<file path="src/rtl/fifo_arb_pkg.sv">
// Shared FSM state type and round-robin pick helper for the FIFO write arbiter.
// Pure combinational helpers, no latency; no flow control here.
package fifo_arb_pkg;

  typedef enum logic {ARB_IDLE, ARB_GRANT} arb_state_e;

  localparam int unsigned RR_MAX_REQ = 32;
  localparam int unsigned RR_IDX_W   = 5;
  localparam int unsigned RR_POS_W   = 6;

  typedef struct packed {
    logic                found;
    logic [RR_IDX_W-1:0] idx;
  } rr_pick_t;

  // First set bit of valid scanning ptr, ptr+1, ... modulo num_req.
  function automatic rr_pick_t rr_pick(input logic [RR_MAX_REQ-1:0] valid,
                                       input logic [RR_IDX_W-1:0]   ptr,
                                       input int unsigned           num_req);
    rr_pick_t            res;
    logic [RR_POS_W-1:0] pos;
    res = '0;
    for (int unsigned i = 0; i < RR_MAX_REQ; i++) begin
      pos = {1'b0, ptr} + RR_POS_W'(i);
      if (pos >= RR_POS_W'(num_req)) pos = pos - RR_POS_W'(num_req);
      if (i < num_req && !res.found && valid[pos[RR_IDX_W-1:0]]) begin
        res.found = 1'b1;
        res.idx   = pos[RR_IDX_W-1:0];
      end
    end
    return res;
  endfunction

endpackage

</file>
<file path="src/rtl/fifo_arb_rr_pick.sv">
// Rotating priority encoder: first valid requester at or after ptr.
// Purely combinational; no flow control.
module fifo_arb_rr_pick
  import fifo_arb_pkg::*;
#(
  parameter int NumReq = 4,
  parameter int GW     = 2
) (
  input  logic [NumReq-1:0] valid,
  input  logic [GW-1:0]     ptr,
  output logic              found,
  output logic [GW-1:0]     idx
);

  rr_pick_t pick;
  logic     unused_pick_bits;

  always_comb begin
    pick  = rr_pick(RR_MAX_REQ'(valid), RR_IDX_W'(ptr), NumReq);
    found = pick.found;
    idx   = GW'(pick.idx);
  end

  assign unused_pick_bits = ^pick.idx;

endmodule

</file>
<file path="src/rtl/fifo_wr_arbiter.sv">
// Round-robin burst arbiter sharing one FIFO write port; FIFO_ARB_PKT_LOCK_EN holds grants to packet end.
// Latency: one idle arbitration cycle per grant, then data flows combinationally from the granted requester.
// Backpressure: fifo_wready_i low holds the grant and stalls only the granted requester; others see ready 0.
module fifo_wr_arbiter
  import fifo_arb_pkg::*;
#(
  parameter  int NumReq    = 4,
  parameter  int DataWidth = 8,
  parameter  int MaxBurst  = 4,
  localparam int GW        = (NumReq > 1) ? $clog2(NumReq) : 1,
  localparam int CW        = $clog2(MaxBurst + 1)
) (
  input  logic                        clk_i,
  input  logic                        reset_i,
  input  logic [NumReq-1:0]           req_valid_i,
  output logic [NumReq-1:0]           req_ready_o,
  input  logic [NumReq*DataWidth-1:0] req_data_i,
  input  logic [NumReq-1:0]           req_last_i,
  output logic                        fifo_wvalid_o,
  input  logic                        fifo_wready_i,
  output logic [DataWidth-1:0]        fifo_data_o,
  output logic [NumReq-1:0]           grant_o,
  output logic [GW-1:0]               grant_id_o,
  output logic                        busy_o
);

  arb_state_e     state_q, state_d;
  logic [GW-1:0]  rr_ptr_q, rr_ptr_d;
  logic [GW-1:0]  gnt_id_q, gnt_id_d;
  logic [CW-1:0]  beat_cnt_q, beat_cnt_d;
  logic           pick_found;
  logic [GW-1:0]  pick_idx;
  logic           active;
  logic           beat;
  logic           release_gnt;

  fifo_arb_rr_pick #(
    .NumReq (NumReq),
    .GW     (GW)
  ) u_rr_pick (
    .valid (req_valid_i),
    .ptr   (rr_ptr_q),
    .found (pick_found),
    .idx   (pick_idx)
  );

  // Outputs are forced quiet while reset_i is high so no beat can slip through a reset cycle.
  always_comb begin
    active        = (state_q == ARB_GRANT) && !reset_i;
    req_ready_o   = '0;
    grant_o       = '0;
    fifo_wvalid_o = 1'b0;
    fifo_data_o   = '0;
    grant_id_o    = '0;
    if (active) begin
      req_ready_o[gnt_id_q] = fifo_wready_i;
      grant_o[gnt_id_q]     = 1'b1;
      fifo_wvalid_o         = req_valid_i[gnt_id_q];
      fifo_data_o           = req_data_i[int'(gnt_id_q)*DataWidth +: DataWidth];
      grant_id_o            = gnt_id_q;
    end
    busy_o = active;
    beat   = fifo_wvalid_o & fifo_wready_i;
  end

  always_comb begin
    state_d     = state_q;
    rr_ptr_d    = rr_ptr_q;
    gnt_id_d    = gnt_id_q;
    beat_cnt_d  = beat_cnt_q;
    release_gnt = 1'b0;
    if (state_q == ARB_IDLE) begin
      if (pick_found) begin
        state_d    = ARB_GRANT;
        gnt_id_d   = pick_idx;
        beat_cnt_d = '0;
      end
    end else begin
`ifdef FIFO_ARB_PKT_LOCK_EN
      release_gnt = beat && req_last_i[gnt_id_q];
      if (beat && beat_cnt_q != CW'(MaxBurst)) beat_cnt_d = beat_cnt_q + CW'(1);
`else
      release_gnt = (beat && beat_cnt_q == CW'(MaxBurst - 1)) || !req_valid_i[gnt_id_q];
      if (beat) beat_cnt_d = beat_cnt_q + CW'(1);
`endif
      if (release_gnt) begin
        state_d    = ARB_IDLE;
        beat_cnt_d = '0;
        rr_ptr_d   = (gnt_id_q == GW'(NumReq - 1)) ? '0 : gnt_id_q + GW'(1);
      end
    end
  end

`ifndef FIFO_ARB_PKT_LOCK_EN
  logic unused_last;
  assign unused_last = ^req_last_i;
`endif

  always_ff @(posedge clk_i) begin
    if (reset_i) begin
      state_q    <= ARB_IDLE;
      rr_ptr_q   <= '0;
      gnt_id_q   <= '0;
      beat_cnt_q <= '0;
    end else begin
      state_q    <= state_d;
      rr_ptr_q   <= rr_ptr_d;
      gnt_id_q   <= gnt_id_d;
      beat_cnt_q <= beat_cnt_d;
    end
  end

endmodule

</file>
<file path="config.mk">
export PLATFORM = sky130hd
export DESIGN_NAME = fifo_wr_arbiter
export DESIGN_NICKNAME = d
export VERILOG_FILES = /design/src/rtl/fifo_arb_pkg.sv /design/src/rtl/fifo_arb_rr_pick.sv /design/src/rtl/fifo_wr_arbiter.sv
export SDC_FILE = /design/constraint.sdc
export NUM_CORES = 1
export LEC_CHECK = 0
export CORE_UTILIZATION = 30
export DETAILED_ROUTE_END_ITERATION = 12
export GPL_TIMING_DRIVEN = 0
export PLACE_DENSITY_LB_ADDON = 0.2
export SYNTH_ARGS = -nofsm -noshare
export SYNTH_HDL_FRONTEND = slang
export SYNTH_SLANG_ARGS = --single-unit
</file>
<file path="constraint.sdc">
create_clock -name clk_i -period 3.5 [get_ports clk_i]
set_input_delay 0.35 -clock clk_i [delete_from_list [all_inputs] [get_ports clk_i]]
set_output_delay 0.35 -clock clk_i [all_outputs]
set_load 0.05 [all_outputs]
</file>
# ---- Yosys cells after proc, flatten, opt, wreduce, memory -nomap -nowiden
# Index checks and enable logic that the tools add are counted.
dict set report word_totals {
  register_bits 8
  output_inout_bits 20
  word_cells 79
}
dict set report op_classes {
  addsub 9
  magnitude_cmp 10
  eq_ne 3
  shifts 1
  n_mux 33
  bitwise 3
  reduce_logical 16
}
# op count
set op_table {}
lappend op_table {{$shiftx 32x6->8} 1}
lappend op_table {{$lt 5x6->1 const B} 4}
lappend op_table {{$mux 6} 4}
lappend op_table {{$bmux 1 s5} 4}
lappend op_table {{$mux 5} 4}
lappend op_table {{$ge 6x3->1 const B} 3}
lappend op_table {{$sub 5x3->5 const B} 3}
lappend op_table {{$mux 3} 4}
lappend op_table {{$mux 1} 10}
lappend op_table {{$mux 4} 2}
lappend op_table {{$mux 8} 1}
lappend op_table {{$add 2x2->3 const B} 2}
lappend op_table {{$logic_and 1x1->1} 6}
lappend op_table {{$reduce_and 2->1} 3}
lappend op_table {{$logic_not 1->1} 5}
lappend op_table {{$and 4x4->4} 1}
lappend op_table {{$mux 2} 2}
lappend op_table {{$sub 2x3->4 const B} 1}
lappend op_table {{$add 2x1->3 const B} 1}
lappend op_table {{$add 3x1->3 const B} 1}
lappend op_table {{$eq 3x2->1 const B} 1}
lappend op_table {{$ge 2x3->1 const B} 1}
lappend op_table {{$lt 2x3->1 const B} 1}
lappend op_table {{$ne 3x1->1 const B} 1}
lappend op_table {{9 further kinds} 9}

# ---- Depth between registers and ports, before layout
# Gate-level depths: netlist of run 1.
dict set report logic_depth {
  ltp_word 16
  ltp_mapped 8
  mapped_depth_nobuf 7
}

# ---- By module
# A second synthesis of run 1 with hierarchy kept.
dict set report hier_totals {
  hier_cells 113
  area_unflattened_um2 1079.8
}
# module n_inst cells_each area_per_inst_um2
set by_module_without_submodules {}
lappend by_module_without_submodules {fifo_wr_arbiter 1 75 763.2}
lappend by_module_without_submodules {fifo_arb_rr_pick 1 38 316.6}

# ---- Worst setup path before layout of run 1
# Ideal clock, no wire load.
dict set report synth_path {
  path_type {reg2reg}
  startpoint {register rr_ptr_q[0]}
  endpoint {register beat_cnt_q[0]}
  arrival_ns 2.322
  t_required_ns 3.379
  slack_ns 1.057
  stages_incl_launch_ff 9
  period_less_slack_ns 2.443
  path_cell_list {dfxtp_1 buf_2 inv_1 ha_1 mux2_2 a22oi_4 nand2_2 o31ai_4 mux2_4}
}
dict set report synth_via {
  elab_chain_cells 16
}
# item line
set synth_rtl {}
lappend synth_rtl {{start, declared} fifo_wr_arbiter.sv:28} ;# logic [GW-1:0] rr_ptr_q, rr_ptr_d;
lappend synth_rtl {{start signal, assigned} fifo_wr_arbiter.sv:107} ;# rr_ptr_q <= rr_ptr_d;
lappend synth_rtl {{branches (longest 13 deep; another with $sub 5x3->5)} --}
lappend synth_rtl {{$mux 6 *} fifo_arb_pkg.sv:26} ;# if (i < num_req && !res.found && valid[pos[RR_IDX_W-1:0]]) begin
lappend synth_rtl {{$reduce_bool 2->1 (no source line) *} --}
lappend synth_rtl {{$reduce_and 2->1 (no source line) *} --}
lappend synth_rtl {{end signal, assigned} fifo_wr_arbiter.sv:109} ;# beat_cnt_q <= beat_cnt_d;
lappend synth_rtl {{end, declared} fifo_wr_arbiter.sv:30} ;# logic [CW-1:0] beat_cnt_q, beat_cnt_d;
# Every way passes the cells marked *. The select of a mux whose other input is x is not followed.
# A chain may end at the register's enable or synchronous reset.

# ---- Worst setup path in the final report of run 1
dict set report layout_path {
  startpoint {register state_q}
  endpoint {output port fifo_data_o[3]}
}
dict set report layout_via {
  elab_chain_cells 2
}
# item line
set layout_rtl {}
lappend layout_rtl {{start, declared} fifo_wr_arbiter.sv:27} ;# arb_state_e state_q, state_d;
lappend layout_rtl {{start signal, assigned} fifo_wr_arbiter.sv:106} ;# state_q <= state_d;
lappend layout_rtl {{$logic_and 1x1->1} fifo_wr_arbiter.sv:49} ;# active = (state_q == ARB_GRANT) && !reset_i;
lappend layout_rtl {{$mux 8} fifo_wr_arbiter.sv:55} ;# if (active) begin
lappend layout_rtl {{end, declared} fifo_wr_arbiter.sv:21} ;# output logic [DataWidth-1:0] fifo_data_o,
# Every way passes these cells.

==> impl_metrics.yaml, run 1 <==
drt:
  drc: 0
  via_count: 1227
  dr.pass1.iters: 4
  wire_per_inst_um: 13.7
  antenna_left: 0
  drt-total-wl_mm: 3.25
  drt_iter0_drc: 21
  vias_per_cell: 5.16
sta:
  setup_violations: 0
  post-route-period-util_pct: 80.3
  drv_slew: 0
  slew-limit-headroom_pct: 66.3
  finalHoldViolations: 0
  finalSetupTns_ps: 0
  grt_setup_unrepaired: "no"
  clock-skew-final_ps: 2.03
  period_needed_ps: 2810
  fmax_mhz: 356
  setup_ws_ps: 691
  worst-slew-pin-transition_ps: 504
floorplan:
  start_util_pct: 31.5
  fp.dieW_um: 64.2
  core_um2: 3690
  die-area_um2: 4120
  fp.dieH_um: 64.2
  rows: 22
  num_io_pins: 63
status:
  outcome: "completed"
clock_tree:
  cts_tree: "done"
  cts_max_level: 1
  cts_setup_buffers: 0
  cts_buffer_depth: 2
  cts_hold_buf: 0
  numCtsBuffers: 3
  clock_latency_ps: 220
  clock-sinks: 8
  clockRootBuffer: "clkbuf_8"
  clkTransAtPathRegs_ps: 40
  cts_resized: 0
global_route:
  grt_max_degree: 11
  grt_overflow: 0
  grt_use_total_pct: 16.3
  grt_pass1_wl_mm: 5.40
  grt_antenna_before_repair: 0
  grt_pass1_vias: 1156
placement:
  post-dp-hpwl_mm: 2.65
  gp_congestion: 0.864
  pre_cts_slack_ps: 739
  port_buffers: 57
pwr:
  ir_worst_vdd_mv: 0.135
  p_total_mw: 0.643
  p_leak_nw: 0.701
  p_per_area_nw_per_um2: 351
worst_setup_path:
  rr_endpoint: "beat_cnt_q[0]"
  path_buf_inv: 3
  endpoint: "fifo_data_o[3]"
  critPathLaunch: "state_q"
  critPathMaxStageDelay_ps: 800
  critical_path_class: "flip-flop to output pin"
  required_ps: 3150
  r2r-start: "rr_ptr_q[0]"
  rr_worst_depth: 8
  crit_path_cell_trace: "nor2b_1 -> clkbuf_1 -> clkbuf_1 -> and2_1 -> clkdlybuf4s50_1"
  endpoint_kind: "output pin"
  worstPathArrival_ps: 2460
  cp_top_family: "buffers and inverters"
  rrSetupSlack_ps: 750
  crit_slowest_cell: "clkdlybuf4s50_1"
  start_kind: "flip-flop"
  path_max_fanout: 10
  crit_cells: 5
  timing.critical_path.mode_cell: "clkbuf_1"
logic_synthesis:
  ys_seq_area_share_pct: 13.8
  synthFlopType: "dfxtp_1"
  ys_types: 39
  synth_common_cells: "nor2_1, and2_1, ha_1"
  synth_fp_nets: 183
  synth_most_common_cell: "nor2_1"
  yosys.area.top_type: "mux4_2"
  yosysTopAreaCellShare_pct: 17.5
  async_flop_share_pct: 0
  synth_edf_count: 0
  netlist_instances: 130
  syn_area_per_cell_um2: 8.93
  yosysWarnings: 0
  ys_top_cells_by_area: "mux4_2, dfxtp_1, ha_1, and2_1, nor2_1"
  synthesis.area_um2: 1160
  ys_ff_latch: 8
min_path:
  min_path_cells: 2
  hold_class: "input pin to flip-flop"
job:
  maxCapViolCount: 0
final_layout:
  fillers: 353
  layout.nets: 245
  area_delta_synth_final_pct: 57.9
  final_layout_size_suffix_gt1_share_pct: 13.7
  diodes: 0
## worst reg2reg max path, delay by kind of cell (launching register included)
family / cells / cell delay (ps)
flip-flops: 1 / 520
buffers and inverters: 2 / 420
AND/OR/NAND/NOR: 1 / 100
multiplexers: 2 / 720
AO/OA/AOI/OAI: 2 / 430
adder cells (fa/ha/maj): 1 / 440
## power by group
part	switching, mW	internal [mW]	total [mW]
Sequential	0.0247	0.104	0.128
Combinational	0.209	0.198	0.406
Clock	0.0337	0.0743	0.108
## area by class of cell
class	instances	area [um2]	share of cell area, %
inverter	6	22.5	1.23
tap	48	60.1	3.28
timing repair buffer	57	571	31.1
buffer	6	25.0	1.37
multi-input combinational	110	953	52.0
sequential	8	160	8.74
clock buffer	3	41.3	2.25
## worst min path at each step
stage,startpoint,end,slack (ps)
final,reset_i,rr_ptr_q[0],490
after global placement,beat_cnt_q[1],beat_cnt_q[1],470
after floorplan,beat_cnt_q[1],beat_cnt_q[1],460
after detailed placement,beat_cnt_q[1],beat_cnt_q[1],490
after CTS,reset_i,rr_ptr_q[0],480
after global routing,beat_cnt_q[1],beat_cnt_q[1],540
## cells in the final DEF, fill, tap and decap left out, types with 2 or more instances in the layout
| master | count |
|---|---|
| nand2b_1 | 2 |
| a21oi_1 | 2 |
| a311oi_1 | 2 |
| mux4_2 | 9 |
| ha_1 | 10 |
| mux2i_1 | 4 |
| and3_1 | 4 |
| mux2_4 | 4 |
| o21ai_0 | 2 |
| buf_2 | 2 |
| nor2b_1 | 4 |
| nand2_1 | 6 |
| dfxtp_1 | 8 |
| clkdlybuf4s50_1 | 57 |
| nor3_1 | 4 |
| nand3_1 | 4 |
| clkbuf_1 | 3 |
| inv_1 | 6 |
| a21boi_1 | 2 |
| and2_1 | 15 |
| clkbuf_8 | 3 |
| nor2_1 | 18 |
## logic make-up after synthesis
family                   Yosys count  synth area share [%]
flip-flops                         8                  13.8
buffers and inverters             12                  4.09
adder cells (fa/ha/maj)           10                  10.8
multiplexers                      18                  27.0
AND/OR/NAND/NOR                   62                  28.9
AO/OA/AOI/OAI                     20                  15.4
## layer usage
metal / track usage, % / share of wire [%]
met5: 0 / 0
met4: 2.50 / 0
met3: 4.11 / 8.7
met2: 29.1 / 48
met1: 20.0 / 43
## through the flow
step | instances | instance area, um2 | utilization (%) | hold slack [ps]
5_1_grt | 238 | 1830 | 49.7 | 536
6_report | 238 | 1830 | 49.7 | 492
2_1_floorplan | 130 | 1160 | - | 456
4_1_cts | 238 | 1830 | 49.7 | 483
3_3_place_gp | 235 | 1790 | 48.6 | 467
3_5_place_dp | 235 | 1790 | 48.6 | 491
## sequential cells by signal, summed over array words and instances (netlist names)
signal	count
rr_ptr_q	2
state_q	1
beat_cnt_q	3
gnt_id_q	2
No activity file was read; power rests on OpenSTA's default activity.
==> run 2, diff against run 1 <==
Clock period 3.5 ns to 2.55 ns, I/O delays scaled along.
==> run 2 against run 1 <==
Sequential share of layout area rose by 0.22 points. Clock power rose by 37%. Sequential power rose by 39%. Count of clock-buffer cells in the layout did not move. First-iteration DRC count rose by 19%. Combinational power rose by 37%. Critical path type is now flip-flop to flip-flop. Clock skew barely moved. Hold slack got worse by 95 ps. Critical path depth rose by 3. Power rose by 37%.
==> impl_metrics.yaml, run 2 (synthesized netlist as in run 1, its figures left out) <==
status:
  outcome: "completed"
worst_setup_path:
  rrSetupSlack_ps: 150
  r2r-start: "rr_ptr_q[0]"
  worstPathArrival_ps: 2510
  path_max_fanout: 10
  rr_endpoint: "beat_cnt_q[0]"
  critical_path_class: "flip-flop to flip-flop"
  rr_worst_depth: 8
  endpoint_kind: "flip-flop"
  required_ps: 2660
  start_kind: "flip-flop"
pwr:
  swShare_pct: 42.0
  intPower_mw: 0.513
  p_per_area_nw_per_um2: 482
  ir_worst_vdd_mv: 0.185
  p_leak_nw: 0.886
  clkPwrFrac_pct: 16.8
  p_total_mw: 0.883
  pwr-share-comb_pct: 63.1
  p_sw_mw: 0.371
  pwr-share-seq_pct: 20.2
sta:
  clock-skew-final_ps: 1.90
  drv_slew: 0
  setup_violations: 0
  grt_setup_unrepaired: "no"
  slew-limit-headroom_pct: 65.6
  fmax_mhz: 416
  setup_ws_ps: 146
  worst-slew-pin-transition_ps: 515
  period_needed_ps: 2400
  finalHoldViolations: 0
  post-route-period-util_pct: 94.3
placement:
  pre_cts_slack_ps: -211
  gp_congestion: 0.864
  port_buffers: 57
  post-dp-hpwl_mm: 2.65
clock_tree:
  clock_latency_ps: 220
  cts_buffer_depth: 2
  cts_tree: "done"
  cts_setup_buffers: 0
  cts_max_level: 1
  cts_hold_buf: 0
  cts_resized: 15
  clkTransAtPathRegs_ps: 40
  clock-sinks: 8
  numCtsBuffers: 3
  clockRootBuffer: "clkbuf_8"
final_layout:
  largest_reg_flops: 3
  final_layout_size_suffix_gt1_share_pct: 20.0
  top_regs: "beat_cnt_q x3, gnt_id_q x2, rr_ptr_q x2"
  layout.nets: 245
  regMostFlops: "beat_cnt_q"
  mostFrequentLayoutCells: "clkdlybuf4s50_1, nor2_1, and2_1"
  diodes: 0
  final_common_cell: "clkdlybuf4s50_1"
  area_delta_synth_final_pct: 57.7
global_route:
  grt_pass1_wl_mm: 5.42
  grt_antenna_before_repair: 0
  grt_pass1_vias: 1159
  grt_max_degree: 11
  grt_use_total_pct: 16.4
  grt_overflow: 0
floorplan:
  fp.dieW_um: 64.2
  core_um2: 3690
  fp.dieH_um: 64.2
  die-area_um2: 4120
  num_io_pins: 63
  rows: 22
  start_util_pct: 31.5
drt:
  drt-total-wl_mm: 3.33
  dr.pass1.iters: 5
  drt_iter0_drc: 25
  antenna_left: 0
  vias_per_cell: 5.14
  drc: 0
  via_count: 1224
  wire_per_inst_um: 14.0
min_path:
  hp-start: "reset_i"
  min_path_cells: 2
  hold_class: "input pin to flip-flop"
  min_delay_worst_endpoint: "rr_ptr_q[0]"
job:
  maxCapViolCount: 0
==> run 2: cell types whose count changed in the layout (fill, tap and decap cells not counted), moves of 2 or more <==
cell             before  now
clkdlybuf4s50_1      57   37
clkbuf_2              0    9
dlymetal6s2s_1        0    9
dlygate4sd2_1         0    2
==> run 2: cell type report <==
cell class / count / area (um2)
multi-input cells: 110 / 966
repair buffers: 57 / 546
fillers: 358 / 1860
flip-flops and latches: 8 / 164
clock buffers: 3 / 41.3
plain buffers: 6 / 31.3
inverters: 6 / 22.5
well taps: 48 / 60.1
==> run 2: through the flow <==
stage                     utilization (%)  std cells  hold WS, ps  instance area (um2)  setup TNS [ps]
after floorplan                         -        130          456                 1160               0
after global routing                 49.6        238          479                 1830               0
after CTS                            49.5        238          388                 1830               0
final                                49.6        238          397                 1830               0
after detailed placement             48.6        235          491                 1790            -557
after global placement               48.6        235          467                 1790            -464
==> run 2: power by group through the flow <==
stage | sequential, mW | combinational, mW | clock, mW
after floorplan | 0.168 | 0.398 | 0
after global placement | 0.178 | 0.551 | 0
after detailed placement | 0.179 | 0.558 | 0
after CTS | 0.178 | 0.552 | 0.153
after global routing | 0.182 | 0.604 | 0.156
final | 0.178 | 0.557 | 0.148
==> run 2: worst max-delay path by stage <==
stage           startpoint              to  slack, ps  depth (start not counted)
6_report       rr_ptr_q[0]   beat_cnt_q[0]        150                          8
5_1_grt            state_q          busy_o         30                          4
2_1_floorplan  rr_ptr_q[0]   beat_cnt_q[0]        110                          8
3_5_place_dp   rr_ptr_q[0]   beat_cnt_q[0]       -210                          8
4_1_cts        gnt_id_q[0]  req_ready_o[0]         10                          5
3_3_place_gp   rr_ptr_q[0]   beat_cnt_q[0]       -190                          8
==> run 2: critical path: stages, from the launching register on <==
cell and delay (ps):
dfxtp_4 400, buf_4 190, inv_1 130, ha_4 330
mux2_2 370, a22oi_4 160, nand2_2 100, o31ai_4 270
mux2_4 330
==> run 2: layer usage <==
layer / track usage [%] / wire length (um)
met4: 2.50 / 3
met5: 0 / 0
met1: 20.0 / 1430
met2: 29.3 / 1600
met3: 4.11 / 301
==> run 3, diff against run 2 <==
Settings changed: CORE_ASPECT_RATIO set to 1.2, CORE_UTILIZATION 30 to 35.
==> run 3 against run 2 <==
Sequential power shrank 2%. Via count shrank 2.7%. Hold slack lost 29 ps. Fmax shrank 1.8%. Final area shrank 1.8%. Critical path type unchanged. Critical endpoint is now beat_cnt_q[2]. Largest cell class unchanged.
==> impl_metrics.yaml, run 3 (synthesized netlist as in run 1, its figures left out) <==
status:
  outcome: "completed"
final_layout:
  fillers: 291
  layout.nets: 246
  diodes: 0
  stdcell_count: 227
  final_common_cell: "clkdlybuf4s50_1"
  largest_reg_flops: 3
  area_delta_synth_final_pct: 54.7
  regMostFlops: "beat_cnt_q"
  mostFrequentLayoutCells: "clkdlybuf4s50_1, nor2_1, and2_1"
  top_regs: "beat_cnt_q x3, gnt_id_q x2, rr_ptr_q x2"
  final_layout_size_suffix_gt1_share_pct: 20.4
min_path:
  hold_class: "input pin to flip-flop"
  hp-start: "reset_i"
sta:
  finalHoldViolations: 0
  clock-skew-final_ps: 3.65
  fmax_mhz: 409
  post-route-period-util_pct: 96.0
  setup_ws_ps: 102
  slew-limit-headroom_pct: 65.4
  drv_slew: 0
  setup_violations: 0
  worst-slew-pin-transition_ps: 518
  period_needed_ps: 2450
clock_tree:
  cts_buffer_depth: 2
  clkTransAtPathRegs_ps: 50
  clock-sinks: 8
  numCtsBuffers: 3
  clockRootBuffer: "clkbuf_4"
  clock_latency_ps: 260
  cts_max_level: 1
  cts_tree: "done"
pwr:
  p_per_area_nw_per_um2: 464
  p_total_mw: 0.833
  ir_worst_vdd_mv: 0.367
  p_leak_nw: 0.867
floorplan:
  num_io_pins: 63
  rows: 22
  die-area_um2: 3550
  start_util_pct: 37.3
  fp.dieW_um: 54.6
  core_um2: 3110
  fp.dieH_um: 65.1
global_route:
  grt_use_total_pct: 19.3
  grt_overflow: 0
  grt_antenna_before_repair: 0
  grt_pass1_vias: 1084
  grt_max_degree: 11
  grt_pass1_wl_mm: 5.03
worst_setup_path:
  worstPathArrival_ps: 2600
  critical_path_class: "flip-flop to flip-flop"
  endpoint_kind: "flip-flop"
  start_kind: "flip-flop"
  path_max_fanout: 10
  required_ps: 2700
  critPathLaunch: "rr_ptr_q[0]"
  r2r-start: "rr_ptr_q[0]"
drt:
  drt_iter0_drc: 13
  via_count: 1191
  wire_per_inst_um: 14.8
  drt-total-wl_mm: 3.35
  vias_per_cell: 5.25
  drc: 0
  antenna_left: 0
  dr.pass1.iters: 4
placement:
  gp_congestion: 0.867
  dp.cells: 223
  port_buffers: 57
  post-dp-hpwl_mm: 2.64
  pre_cts_slack_ps: -167
job:
  maxCapViolCount: 0
run 3: area by class of cell:
| type | count | area, um2 | area share [%] |
|---|---|---|---|
| multi-input combinational | 110 | 966 | 53.8 |
| buffer | 6 | 28.8 | 1.60 |
| timing repair buffer | 58 | 551 | 30.6 |
| inverter | 6 | 22.5 | 1.25 |
| clock buffer | 3 | 22.5 | 1.25 |
| tap | 36 | 45.0 | 2.51 |
| sequential | 8 | 161 | 8.98 |
run 3: metrics by stage:
step	hold slack [ps]	utilization, %	setup TNS [ps]	cell area, um2
detailed placement	503	57.1	-373	1780
floorplan	456	-	0	1160
finish	368	57.8	0	1800
global placement	469	57.1	-409	1780
global route	418	57.8	-55.0	1800
CTS	365	57.6	0	1790
run 3: worst paths after layout:
kind	end	slack [ps]	cells past startpoint
worst max register to register	beat_cnt_q[2]	100	8
worst min register to register	beat_cnt_q[1]	500	2
worst min-delay path	rr_ptr_q[1]	370	2
worst max-delay path	beat_cnt_q[2]	100	8
run 3: power breakdown:
| group | total, mW | internal [mW] | leakage, nW | switching, mW |
|---|---|---|---|---|
| combinational | 0.560 | 0.270 | 0.787 | 0.290 |
| sequential | 0.174 | 0.142 | 0.0660 | 0.0321 |
| clock | 0.0987 | 0.0540 | 0.0138 | 0.0447 |
run 3: metal layers:
metal	wire [um]	GRT usage, %	vias up
met2	1610	33.9	49
met5	0	0	-
li1	-	-	601
met1	1350	21.6	536
met3	356	6.02	5
met4	33	4.81	0
run 3: what timing repair did:
item,in CTS,in global routing
gates resized for setup,16,28
endpoints found under the setup margin,18,20
setup buffers,0,1
hold buffers,0,0
pin swaps,0,1
run 3: worst max-delay path: stages (launching register included):
cell,delay (ps)
dfxtp_2,420
buf_4,210
inv_1,130
ha_4,330
mux2_4,320
a22oi_4,200
nand2_2,100
o31ai_4,300
mux2_4,320
